`src/rtl/xalu_obuf_mt_pkg.sv`:
```
// Shared types and defaults for the xalu result buffer.
// Holds library record types used between FUs, the buffer and the IU.
package xalu_obuf_mt_pkg;

    localparam int OBUF_NTHREAD = 64;
    localparam int OBUF_NFU     = 2;
    localparam int OBUF_DW      = 32;
    localparam int OBUF_TW      = $clog2(OBUF_NTHREAD);
    localparam int OBUF_YW      = 32;
    localparam int OBUF_NZVW    = 3;

    typedef struct packed {
        logic [OBUF_TW-1:0]   tid;
        logic [OBUF_DW-1:0]   res;
        logic [OBUF_NZVW-1:0] nzv;
        logic [OBUF_YW-1:0]   y;
    } xalu_obuf_wr_type;

    typedef struct packed {
        logic                 valid;
        logic [OBUF_DW-1:0]   res;
        logic [OBUF_NZVW-1:0] nzv;
        logic [OBUF_YW-1:0]   y;
        logic                 perr;
    } xalu_obuf_rd_type;

    localparam xalu_obuf_rd_type xalu_obuf_rd_none = '0;

endpackage

```
`src/rtl/xalu_obuf_mt_rr_arb.sv`:
```
// N-way round-robin arbiter, one-hot grant.
// Search starts at the pointer; pointer moves past the winner.
module xalu_rr_arb
    import xalu_obuf_mt_pkg::*;
#(
    parameter int N = OBUF_NFU,
    localparam int PW = (N > 1) ? $clog2(N) : 1
) (
    input  logic         clk,
    input  logic         rstn,
    input  logic [N-1:0] req,
    output logic [N-1:0] gnt
);

    logic [PW-1:0] ptr;
    logic [PW-1:0] gidx;
    logic [PW-1:0] idx;
    logic          found;
    int            s;

    // pick the first requester at or after the pointer
    always_comb begin
        gnt   = '0;
        gidx  = '0;
        idx   = '0;
        found = 1'b0;
        s     = 0;
        for (int o = 0; o < N; o++) begin
            s = int'(ptr) + o;
            if (s >= N) s = s - N;
            idx = PW'(s);
            if (!found && req[idx]) begin
                found     = 1'b1;
                gnt[idx]  = 1'b1;
                gidx      = idx;
            end
        end
    end

    // advance pointer past the granted requester
    always_ff @(posedge clk or negedge rstn) begin
        if (!rstn) begin
            ptr <= '0;
        end else if (found) begin
            if (int'(gidx) == N - 1) ptr <= '0;
            else                     ptr <= gidx + PW'(1);
        end
    end

endmodule

```
`src/rtl/xalu_obuf_mt.sv`:
```
// Per-thread result buffer between xalu FUs and IU writeback.
// Optional parity protection: define XALU_OBUF_PARITY_EN.
module xalu_obuf_mt
    import xalu_obuf_mt_pkg::*;
#(
    parameter int NTHREAD = OBUF_NTHREAD,
    parameter int NFU     = OBUF_NFU,
    parameter int DW      = OBUF_DW,
    localparam int TW     = $clog2(NTHREAD)
) (
    input  logic              gclk,
    input  logic              rstn,
    input  logic [NFU-1:0]    fu_valid,
    input  logic [NFU*TW-1:0] fu_tid,
    input  logic [NFU*DW-1:0] fu_res,
    input  logic [NFU*3-1:0]  fu_nzv,
    input  logic [NFU*32-1:0] fu_y,
    output logic [NFU-1:0]    fu_ready,
    input  logic              rd_en,
    input  logic [TW-1:0]     rd_tid,
    output logic              rd_valid,
    output logic [DW-1:0]     rd_res,
    output logic [2:0]        rd_nzv,
    output logic [31:0]       rd_y,
    output logic              rd_perr,
    input  logic              replay_en,
    input  logic [TW-1:0]     replay_tid,
    output logic [TW:0]       occ_cnt
);

    typedef struct packed {
        logic [TW-1:0] tid;
        logic [DW-1:0] res;
        logic [2:0]    nzv;
        logic [31:0]   y;
    } wr_t;

    typedef struct packed {
        logic          valid;
        logic [DW-1:0] res;
        logic [2:0]    nzv;
        logic [31:0]   y;
        logic          perr;
    } rd_t;

    logic [NTHREAD-1:0] valid;
    logic [NTHREAD-1:0] valid_nxt;
    logic [DW-1:0]      res_mem [NTHREAD];
    logic [2:0]         nzv_mem [NTHREAD];
    logic [31:0]        y_mem   [NTHREAD];

    wr_t           fu_a [NFU];
    wr_t           wr;
    logic [NFU-1:0] req;
    logic [NFU-1:0] gnt;
    logic          wr_hit;
    logic          wr_do;
    logic          rd_hit;
    logic          rd_bad;
    logic          inc;
    logic          dec_rd;
    logic          dec_rp;
    rd_t           rd_q;
    rd_t           rd_nxt;

    // unpack FU ports and qualify requests against slot state
    always_comb begin
        for (int i = 0; i < NFU; i++) begin
            fu_a[i].tid = fu_tid[i*TW +: TW];
            fu_a[i].res = fu_res[i*DW +: DW];
            fu_a[i].nzv = fu_nzv[i*3 +: 3];
            fu_a[i].y   = fu_y[i*32 +: 32];
            req[i] = rstn & fu_valid[i] &
                     (!valid[fu_a[i].tid] |
                      (rd_en & (rd_tid == fu_a[i].tid)));
        end
    end

    xalu_rr_arb #(
        .N(NFU)
    ) u_arb (
        .clk  (gclk),
        .rstn (rstn),
        .req  (req),
        .gnt  (gnt)
    );

    assign fu_ready = gnt;

    // select the granted FU's write record
    always_comb begin
        wr     = '0;
        wr_hit = |gnt;
        for (int i = 0; i < NFU; i++) begin
            if (gnt[i]) wr = fu_a[i];
        end
        wr_do = wr_hit & !(replay_en & (replay_tid == wr.tid));
    end

`ifdef XALU_OBUF_PARITY_EN
    logic par_mem [NTHREAD];

    // parity bit written alongside the slot data
    always_ff @(posedge gclk) begin
        if (wr_do) par_mem[wr.tid] <= ^{wr.res, wr.nzv};
    end

    assign rd_bad = rd_hit &
                    (par_mem[rd_tid] ^ (^{res_mem[rd_tid], nzv_mem[rd_tid]}));
`else
    assign rd_bad = 1'b0;
`endif

    assign rd_hit = rd_en & valid[rd_tid];

    // next valid vector: replay over write over consume
    always_comb begin
        valid_nxt = valid;
        if (rd_en)     valid_nxt[rd_tid]     = 1'b0;
        if (wr_do)     valid_nxt[wr.tid]     = 1'b1;
        if (replay_en) valid_nxt[replay_tid] = 1'b0;
        inc    = wr_do & !valid[wr.tid];
        dec_rd = rd_hit &
                 !(wr_do & (wr.tid == rd_tid)) &
                 !(replay_en & (replay_tid == rd_tid));
        dec_rp = replay_en & valid[replay_tid];
    end

    // read data captured from pre-write slot contents
    always_comb begin
        rd_nxt = '0;
        if (rd_hit) begin
            rd_nxt.valid = !rd_bad;
            rd_nxt.res   = res_mem[rd_tid];
            rd_nxt.nzv   = nzv_mem[rd_tid];
            rd_nxt.y     = y_mem[rd_tid];
            rd_nxt.perr  = rd_bad;
        end
    end

    // slot data storage, intentionally not reset
    always_ff @(posedge gclk) begin
        if (wr_do) begin
            res_mem[wr.tid] <= wr.res;
            nzv_mem[wr.tid] <= wr.nzv;
            y_mem[wr.tid]   <= wr.y;
        end
    end

    // valid bits, occupancy and registered read port
    always_ff @(posedge gclk or negedge rstn) begin
        if (!rstn) begin
            valid   <= '0;
            occ_cnt <= '0;
            rd_q    <= '0;
        end else begin
            valid   <= valid_nxt;
            occ_cnt <= occ_cnt + (TW+1)'(inc)
                     - (TW+1)'(dec_rd) - (TW+1)'(dec_rp);
            rd_q    <= rd_nxt;
        end
    end

    assign rd_valid = rd_q.valid;
    assign rd_res   = rd_q.res;
    assign rd_nzv   = rd_q.nzv;
    assign rd_y     = rd_q.y;
    assign rd_perr  = rd_q.perr;

endmodule

```
`config.mk`:
```
export PLATFORM = sky130hd
export DESIGN_NAME = xalu_obuf_mt
export DESIGN_NICKNAME = d
export VERILOG_FILES = /design/src/rtl/xalu_obuf_mt_pkg.sv /design/src/rtl/xalu_obuf_mt_rr_arb.sv /design/src/rtl/xalu_obuf_mt.sv
export SDC_FILE = /design/constraint.sdc
export NUM_CORES = 2
export LEC_CHECK = 0
export CAP_MARGIN = 40
export CORE_UTILIZATION = 35
export DETAILED_ROUTE_END_ITERATION = 12
export PLACE_DENSITY_LB_ADDON = 0.08
export SLEW_MARGIN = 20
export SYNTH_ARGS = -nofsm -noshare
export SYNTH_HDL_FRONTEND = slang
export SYNTH_MEMORY_MAX_BITS = 65536
export SYNTH_SLANG_ARGS = --single-unit
```
`constraint.sdc`:
```
create_clock -name gclk -period 16.35 [get_ports gclk]
set_clock_uncertainty 0.05 [all_clocks]
set_input_delay 2.4525 -clock gclk [delete_from_list [all_inputs] [get_ports gclk]]
set_output_delay 2.4525 -clock gclk [all_outputs]
set_load 0.01 [all_outputs]
```
; Word level (Yosys, flattened, before mapping)
; Memory sizes are Yosys's and may differ from the RTL's.
; Cells that the tools add are included.
[totals]
out_inout_bits = 78
mem_bits_rw = 4288
in_bits = 164
regBits = 141
memories = 3
elab_cells = 115
[classes]
n_reduce_logical = 14
eq_ne = 5
mux = 41
n_addsub = 7
n_lt_le_gt_ge = 14
bitwise_logic = 23
[memory_table]
columns = name, depth, width, read_ports, rd_ports_with_merged_regs, write_ports, line_no
row1 = res_mem, 64, 32, 1, 0, 1, xalu_obuf_mt.sv:48  ; logic [DW-1:0] res_mem [NTHREAD];
row2 = y_mem, 64, 32, 1, 0, 1, xalu_obuf_mt.sv:50  ; logic [31:0] y_mem [NTHREAD];
row3 = nzv_mem, 64, 3, 1, 0, 1, xalu_obuf_mt.sv:49  ; logic [2:0] nzv_mem [NTHREAD];
[ops]
columns = operator, n
row1 = 64-bit 2-to-1 mux, 3
row2 = 73-bit 2-to-1 mux, 2
row3 = 64-bit bitwise AND, 2
row4 = 64-bit inverter, 2
row5 = 69-bit 2-to-1 mux, 1
row6 = 64-bit bitwise OR, 1
row7 = "6-bit by 7-bit less-than comparator with 1-bit output, second input constant", 5
row8 = 1-bit binary-select mux with 6-bit select, 5
row9 = 6-bit == test, 5
row10 = 1-bit 2-to-1 mux, 23
row11 = 1-bit demux with 6-bit select, 3
row12 = "6-bit by 1-bit greater-or-equal comparator with 1-bit output, second input constant", 3
row13 = 1-bit bitwise AND, 15
row14 = 7-bit by 1-bit subtractor with 7-bit output, 2
row15 = 7-bit by 1-bit adder with 7-bit output, 1
row16 = 1-bit zero test, 7
row17 = 1-bit logical AND, 6
row18 = "1-bit by 2-bit less-than comparator with 1-bit output, second input constant", 2
row19 = 2-bit 2-to-1 mux, 2
row20 = "1-bit by 1-bit adder with 2-bit output, second input constant", 1
row21 = 1-bit demux with 1-bit select, 2
row22 = "1-bit greater-or-equal comparator, second input constant", 2
row23 = "1-bit by 2-bit greater-or-equal comparator with 1-bit output, second input constant", 1
row24 = "2-bit greater-or-equal comparator, second input constant", 1
row25 = 5 further kinds, 7

; Longest topological paths before layout
[logic_depth]
depth_word = 23
mapped_depth = 24
ltp_nobuf = 19

; Modules after synthesis
; A second synthesis with hierarchy kept.
[unflattened]
hier_cells = 8968
hier_area_um2 = 160565.2
[by_module_without_submodules]
columns = module, n_inst, seq_area_each_um2, area_per_inst_um2, cells_each
row1 = xalu_obuf_mt, 1, 132241.8, 160512.7, 8962
row2 = xalu_rr_arb, 1, 25.0, 52.6, 6

; Least setup slack after synthesis
; OpenSTA, ideal clock, no wires.
[synth_path]
kind = input-to-reg
from = input port fu_tid[6]
to = memory nzv_mem[21][0], enable pin
path_slack_ps = 7696
path_stages = 16
t_arrival_ps = 8110
t_required_ps = 15806
setup_time_ps = 494
path_buffers = 5
cell_sequence = buf_6 buf_12 mux2i_1 mux4_2 a221oi_2 a41oi_2 and2_4 buf_6 and2_1 buf_2 a22o_1 buf_4 xnor2_1 a41oi_4 nand3_1 nor2_1
[synth_via]
elab_chain_cells = 19
word_cells_on_any_way = 26
[synth_lines]
columns = item, line_no
row1 = "start, declared", xalu_obuf_mt.sv:14  ; input logic [NFU*TW-1:0] fu_tid,
row2 = 1-bit binary-select mux with 6-bit select, xalu_obuf_mt.sv:74  ; (!valid[fu_a[i].tid] |
row3 = 1-bit 2-to-1 mux (implied by the code), xalu_obuf_mt.sv:74
row4 = 1-bit zero test, xalu_obuf_mt.sv:74
row5 = 1-bit bitwise OR, xalu_obuf_mt.sv:74
row6 = 1-bit bitwise AND, xalu_obuf_mt.sv:73  ; req[i] = rstn & fu_valid[i] &
row7 = 1-bit 2-to-1 mux (implied by the code) (2 in a row), xalu_obuf_mt_rr_arb.sv:32  ; if (!found && req[idx]) begin
row8 = 1-bit 2-to-1 mux, xalu_obuf_mt_rr_arb.sv:32
row9 = 1-bit zero test, xalu_obuf_mt_rr_arb.sv:32
row10 = 1-bit logical AND, xalu_obuf_mt_rr_arb.sv:32
row11 = 2-bit 2-to-1 mux, xalu_obuf_mt_rr_arb.sv:32
row12 = 73-bit 2-to-1 mux (2 in a row), xalu_obuf_mt.sv:95  ; if (gnt[i]) wr = fu_a[i];
row13 = 6-bit == test, xalu_obuf_mt.sv:97  ; wr_do = wr_hit & !(replay_en & (replay_tid == wr.tid));
row14 = 1-bit bitwise AND, xalu_obuf_mt.sv:97
row15 = 1-bit zero test, xalu_obuf_mt.sv:97
row16 = 1-bit bitwise AND, xalu_obuf_mt.sv:97
row17 = 1-bit 2-to-1 mux, xalu_obuf_mt.sv:143  ; if (wr_do) begin
row18 = 1-bit 2-to-1 mux (implied by the code), xalu_obuf_mt.sv:145  ; nzv_mem[wr.tid] <= wr.nzv;
row19 = "end, declared", xalu_obuf_mt.sv:49
; Parallel ways exist; a longest one is shown, timed or not. The select of a mux whose other input is x is not followed.

; Final worst setup path
[layout_path]
from = input port fu_tid[0]
to = memory y_mem[4][12], enable pin
[layout_via]
elab_chain_cells = 19
word_cells_on_any_way = 26
[layout_lines]
columns = item, line_no
row1 = 1-bit binary-select mux with 6-bit select, xalu_obuf_mt.sv:74
row2 = 1-bit 2-to-1 mux (implied by the code), xalu_obuf_mt.sv:74
row3 = 1-bit zero test, xalu_obuf_mt.sv:74
row4 = 1-bit bitwise OR, xalu_obuf_mt.sv:74
row5 = 1-bit bitwise AND, xalu_obuf_mt.sv:73
row6 = 1-bit 2-to-1 mux (implied by the code) (2 in a row), xalu_obuf_mt_rr_arb.sv:32
row7 = 1-bit 2-to-1 mux, xalu_obuf_mt_rr_arb.sv:32
row8 = 1-bit zero test, xalu_obuf_mt_rr_arb.sv:32
row9 = 1-bit logical AND, xalu_obuf_mt_rr_arb.sv:32
row10 = 2-bit 2-to-1 mux, xalu_obuf_mt_rr_arb.sv:32
row11 = 73-bit 2-to-1 mux (2 in a row), xalu_obuf_mt.sv:95
row12 = 6-bit == test, xalu_obuf_mt.sv:97
row13 = 1-bit bitwise AND, xalu_obuf_mt.sv:97
row14 = 1-bit zero test, xalu_obuf_mt.sv:97
row15 = 1-bit bitwise AND, xalu_obuf_mt.sv:97
row16 = 1-bit 2-to-1 mux, xalu_obuf_mt.sv:143
row17 = 1-bit 2-to-1 mux (implied by the code), xalu_obuf_mt.sv:146  ; y_mem[wr.tid] <= wr.y;
row18 = "end, declared", xalu_obuf_mt.sv:50
; Parallel ways exist; a longest one is shown, timed or not. The select of a mux whose other input is x is not followed.

==> results.yml <==
clock_tree:
  htree_num_levels: 5
  clkSinkCount: 4428
  worst_skew_late_latency_ps: 1020
  post_cts.repair.setup_buffers: 0
  cts_tree: "done"
  cts_max_path_buffers: 4
  ctsResizeCount: 0
  clockRootBuffer: "sky130_fd_sc_hd__clkbuf_16"
  clkSlewWorstSetupHoldPaths_ps: 60
  cts_hold_buffers: 0
  numCtsBuffers: 468
critical_path:
  timing.reg2reg.setup_slack_ps: 8790
  endpoint_kind: "register"
  criticalPathCategory: "in -> reg"
  crit_path_most_repeated_cell: "sky130_fd_sc_hd__buf_4"
  critical_path_required_ps: 16910
  cpMaxStageDelayCell: "sky130_fd_sc_hd__nor2_4"
  timing.rr.end: "y_mem[4][12]"
  worstReg2RegStart: "valid[1]"
  cp_cell_sequence: "clkdlybuf4s50_1 -> buf_4 -> mux4_1 -> nor4b_1 -> nor4_1 -> o211ai_1 -> nand3_1 -> nor2_4 -> buf_16 -> a22o_1 -> xnor2_1 -> a41oi_4 -> nand3_4 -> nor2_4 -> buf_4 -> buf_4"
  crit_path_max_fanout: 27
  cp_data_arrival_time_ps: 9780
  crit_path_start_kind: "input pin"
  timing.critical_path.slowest_cell_delay_ps: 870
  r2r.worst_path.cells: 13
logic_synthesis:
  synth_area_leader_cell: "sky130_fd_sc_hd__edfxtp_1"
  dominantRegCellSynth: "sky130_fd_sc_hd__edfxtp_1"
  number_of_enable_type_register_cells_in_the_synthesized_netlist: 4288
  yosysWarnings: 0
  yosysTopAreaCellShare: 0.805
  ys_seq_area_frac: 0.827
  ys_types: 83
  synth.area.top_cells: "sky130_fd_sc_hd__edfxtp_1 (81%), sky130_fd_sc_hd__o22ai_1 (9.5%), sky130_fd_sc_hd__dfrtp_1 (2.2%)"
  synth_seq_cells: 4428
  synth_cells: 8953
  synth.avg_cell_area_um2: 17.9
  syn-num-nets: 9126
  asyncSetResetFlopFracSynth: 0.0316
  syn-cell-area_um2: 160000
timing:
  final.min_clock_period_ps: 9210
  timing.slew.headroom: 0.267
  setup-tns-final_ps: 0
  max_slew_violations: 0
  layout_worst_path_cycle_share: 0.564
  grt_setup_unrepaired: "false"
  max_slew.worst_pin.slew_ps: 1100
  worst_setup_slack_final_ps: 7140
  highest_attainable_clock_frequency_mhz: 109
  timing.final.hold_violations: 0
  setup_violations: 0
route:
  avgViaCountPerCell: 6.17
  drc_errors: 0
  post_drt_wl_per_cell_um: 40.7
  num_vias: 97894
  first_iter_violations: 12772
  remaining_antenna_violation_count: 0
  dr.pass1.iters: 8
  routed_wirelength_mm: 646
global_routing:
  vias_in_the_first_global_route: 95230
  groute.usage.overall: 0.272
  largest_net_degree_at_the_start_of_global_routing: 96
  global_route.overflow_total: 0
  first_pass_grt_wire_length_mm: 863
  initial_antenna_violation_count: 36
final_layout:
  layout-area-overhead-vs-synth_pct: 17.3
  layout_commonest_cell: "sky130_fd_sc_hd__edfxtp_1"
  post_route_cells_drive_above_1_share: 0.133
  final_cell_mix: "sky130_fd_sc_hd__edfxtp_1 (4,288), sky130_fd_sc_hd__o22ai_1 (2,420), sky130_fd_sc_hd__nor4_1 (521)"
  layout.nets: 9641
min_path:
  min_path_cells: 2
  hold_path.startpoint: "occ_cnt[6]"
  hold_class: "reg -> reg"
  hold-path-endpoint: "occ_cnt[6]"
floorplanning:
  die_w_um: 678
  die-area_um2: 460000
  top_level_ports: 242
  placementRows: 247
  fp.dieH_um: 678
  core_area_um2: 454000
  floorplan.initialDensity: 0.352
power_and_ir_drop:
  leakage_nw: 60.5
  power_density_nw_per_um2: 131
  vdd.ir_drop.worst_v: 0.000106
place:
  pre_cts_slack_ps: 6230
  finalWeightedCongestion: 0.857
  post-dp-hpwl_mm: 358
  portBuffers: 240
flow_run:
  max-cap-violations: 0
outcome:
  outcome: "finished clean"
-- layer usage --
layer | share of wire | up-vias | track usage | wire length [um]
met5 | 0 | - | 0 | 0
met4 | 0.032 | 0 | 0.0773 | 20700
met3 | 0.069 | 827 | 0.0387 | 44700
met2 | 0.47 | 4621 | 0.443 | 305000
met1 | 0.43 | 53133 | 0.382 | 276000
li1 | - | 39313 | - | -
-- synthesized netlist by cell type (13+ instances only) --
| cell | count |
|---|---|
| sky130_fd_sc_hd__mux4_2 | 26 |
| sky130_fd_sc_hd__dfrtp_1 | 140 |
| sky130_fd_sc_hd__or4_1 | 67 |
| sky130_fd_sc_hd__o22ai_1 | 2420 |
| sky130_fd_sc_hd__buf_2 | 16 |
| sky130_fd_sc_hd__o21ai_0 | 48 |
| sky130_fd_sc_hd__inv_1 | 57 |
| sky130_fd_sc_hd__clkbuf_1 | 537 |
| sky130_fd_sc_hd__nand3_1 | 32 |
| sky130_fd_sc_hd__xnor2_1 | 15 |
| sky130_fd_sc_hd__nor4_1 | 545 |
| sky130_fd_sc_hd__nand2_1 | 88 |
| sky130_fd_sc_hd__a221oi_1 | 14 |
| sky130_fd_sc_hd__nor3_1 | 14 |
| sky130_fd_sc_hd__o21a_1 | 29 |
| sky130_fd_sc_hd__xor2_1 | 17 |
| sky130_fd_sc_hd__edfxtp_1 | 4288 |
| sky130_fd_sc_hd__mux2i_1 | 37 |
| sky130_fd_sc_hd__buf_1 | 65 |
| sky130_fd_sc_hd__a31oi_1 | 13 |
| sky130_fd_sc_hd__nor2_1 | 135 |
| sky130_fd_sc_hd__a22oi_1 | 62 |
| sky130_fd_sc_hd__a2bb2oi_1 | 28 |
| sky130_fd_sc_hd__a21oi_1 | 17 |
| sky130_fd_sc_hd__a22o_1 | 76 |
-- state kept, by name, indices dropped and copies added (netlist names), named ones only --
name      flops
valid        64
y_mem      2048
rd_nzv        3
nzv_mem     192
rd_res       32
occ_cnt       7
rd_valid      1
res_mem    2048
rd_y         32
-- metrics by stage --
| step | power (W) | area (um^2) | instances | util | hold WS [ps] |
|---|---|---|---|---|---|
| final | 0.0247 | 188000 | 15865 | 0.413 | 561 |
| after global routing | 0.0252 | 188000 | 15853 | 0.413 | 581 |
| after CTS | 0.0248 | 187000 | 15820 | 0.413 | 574 |
| after detailed placement | 0.0146 | 172000 | 14956 | 0.380 | 557 |
| after global placement | 0.0145 | 171000 | 14860 | 0.377 | 549 |
| after floorplan | 0.0136 | 160000 | 8953 | - | 481 |
-- critical path, delay by kind of cell --
| family | cells | cell delay, ps |
|---|---|---|
| compound gates | 3 | 1170 |
| xor+xnor | 1 | 180 |
| buf+inv | 5 | 2560 |
| mux | 1 | 600 |
| simple gates | 6 | 2620 |
-- cell type report --
type | count | area, um^2
Clock buffer | 604 | 12500
Tap cell | 5976 | 7480
Fill cell | 40536 | 266000
Antenna cell | 27 | 67.6
Clock inverter | 260 | 2150
Sequential cell | 4428 | 132000
Inverter | 57 | 434
Timing Repair Buffer | 682 | 7070
Multi-Input combinational cell | 3831 | 25600
-- power by group --
part	leakage [nW]	switching (W)	total [W]	internal (W)
clock network	7.18	0.00453	0.0103	0.00579
registers	42.4	0.000108	0.0127	0.0126
logic	10.9	0.00116	0.00161	0.000453
total	60.5	0.00579	0.0247	0.0189
-- how the worst max path moves through the flow --
stage,slack [ps],cells past startpoint,to,from
after floorplan,7700,16,nzv_mem[21][0],fu_tid[6]
after global placement,5940,14,res_mem[4][30],fu_tid[1]
after detailed placement,6230,16,res_mem[4][31],fu_tid[0]
after CTS,7270,16,res_mem[4][31],fu_tid[0]
after global routing,6990,16,y_mem[4][12],fu_tid[0]
final,7140,16,y_mem[4][12],fu_tid[0]
-- cells by family after synthesis --
group / synth area share
DFF: 0.827
AOI/OAI and AO/OA: 0.111
and+or+nand+nor: 0.0346
buffers and inverters: 0.0173
muxes: 0.00750
xor gates and xnor gates: 0.00175
adders and majority gates: 0.000798
other: 0.0000235
Note: power is estimated with default switching activity, not from simulation.
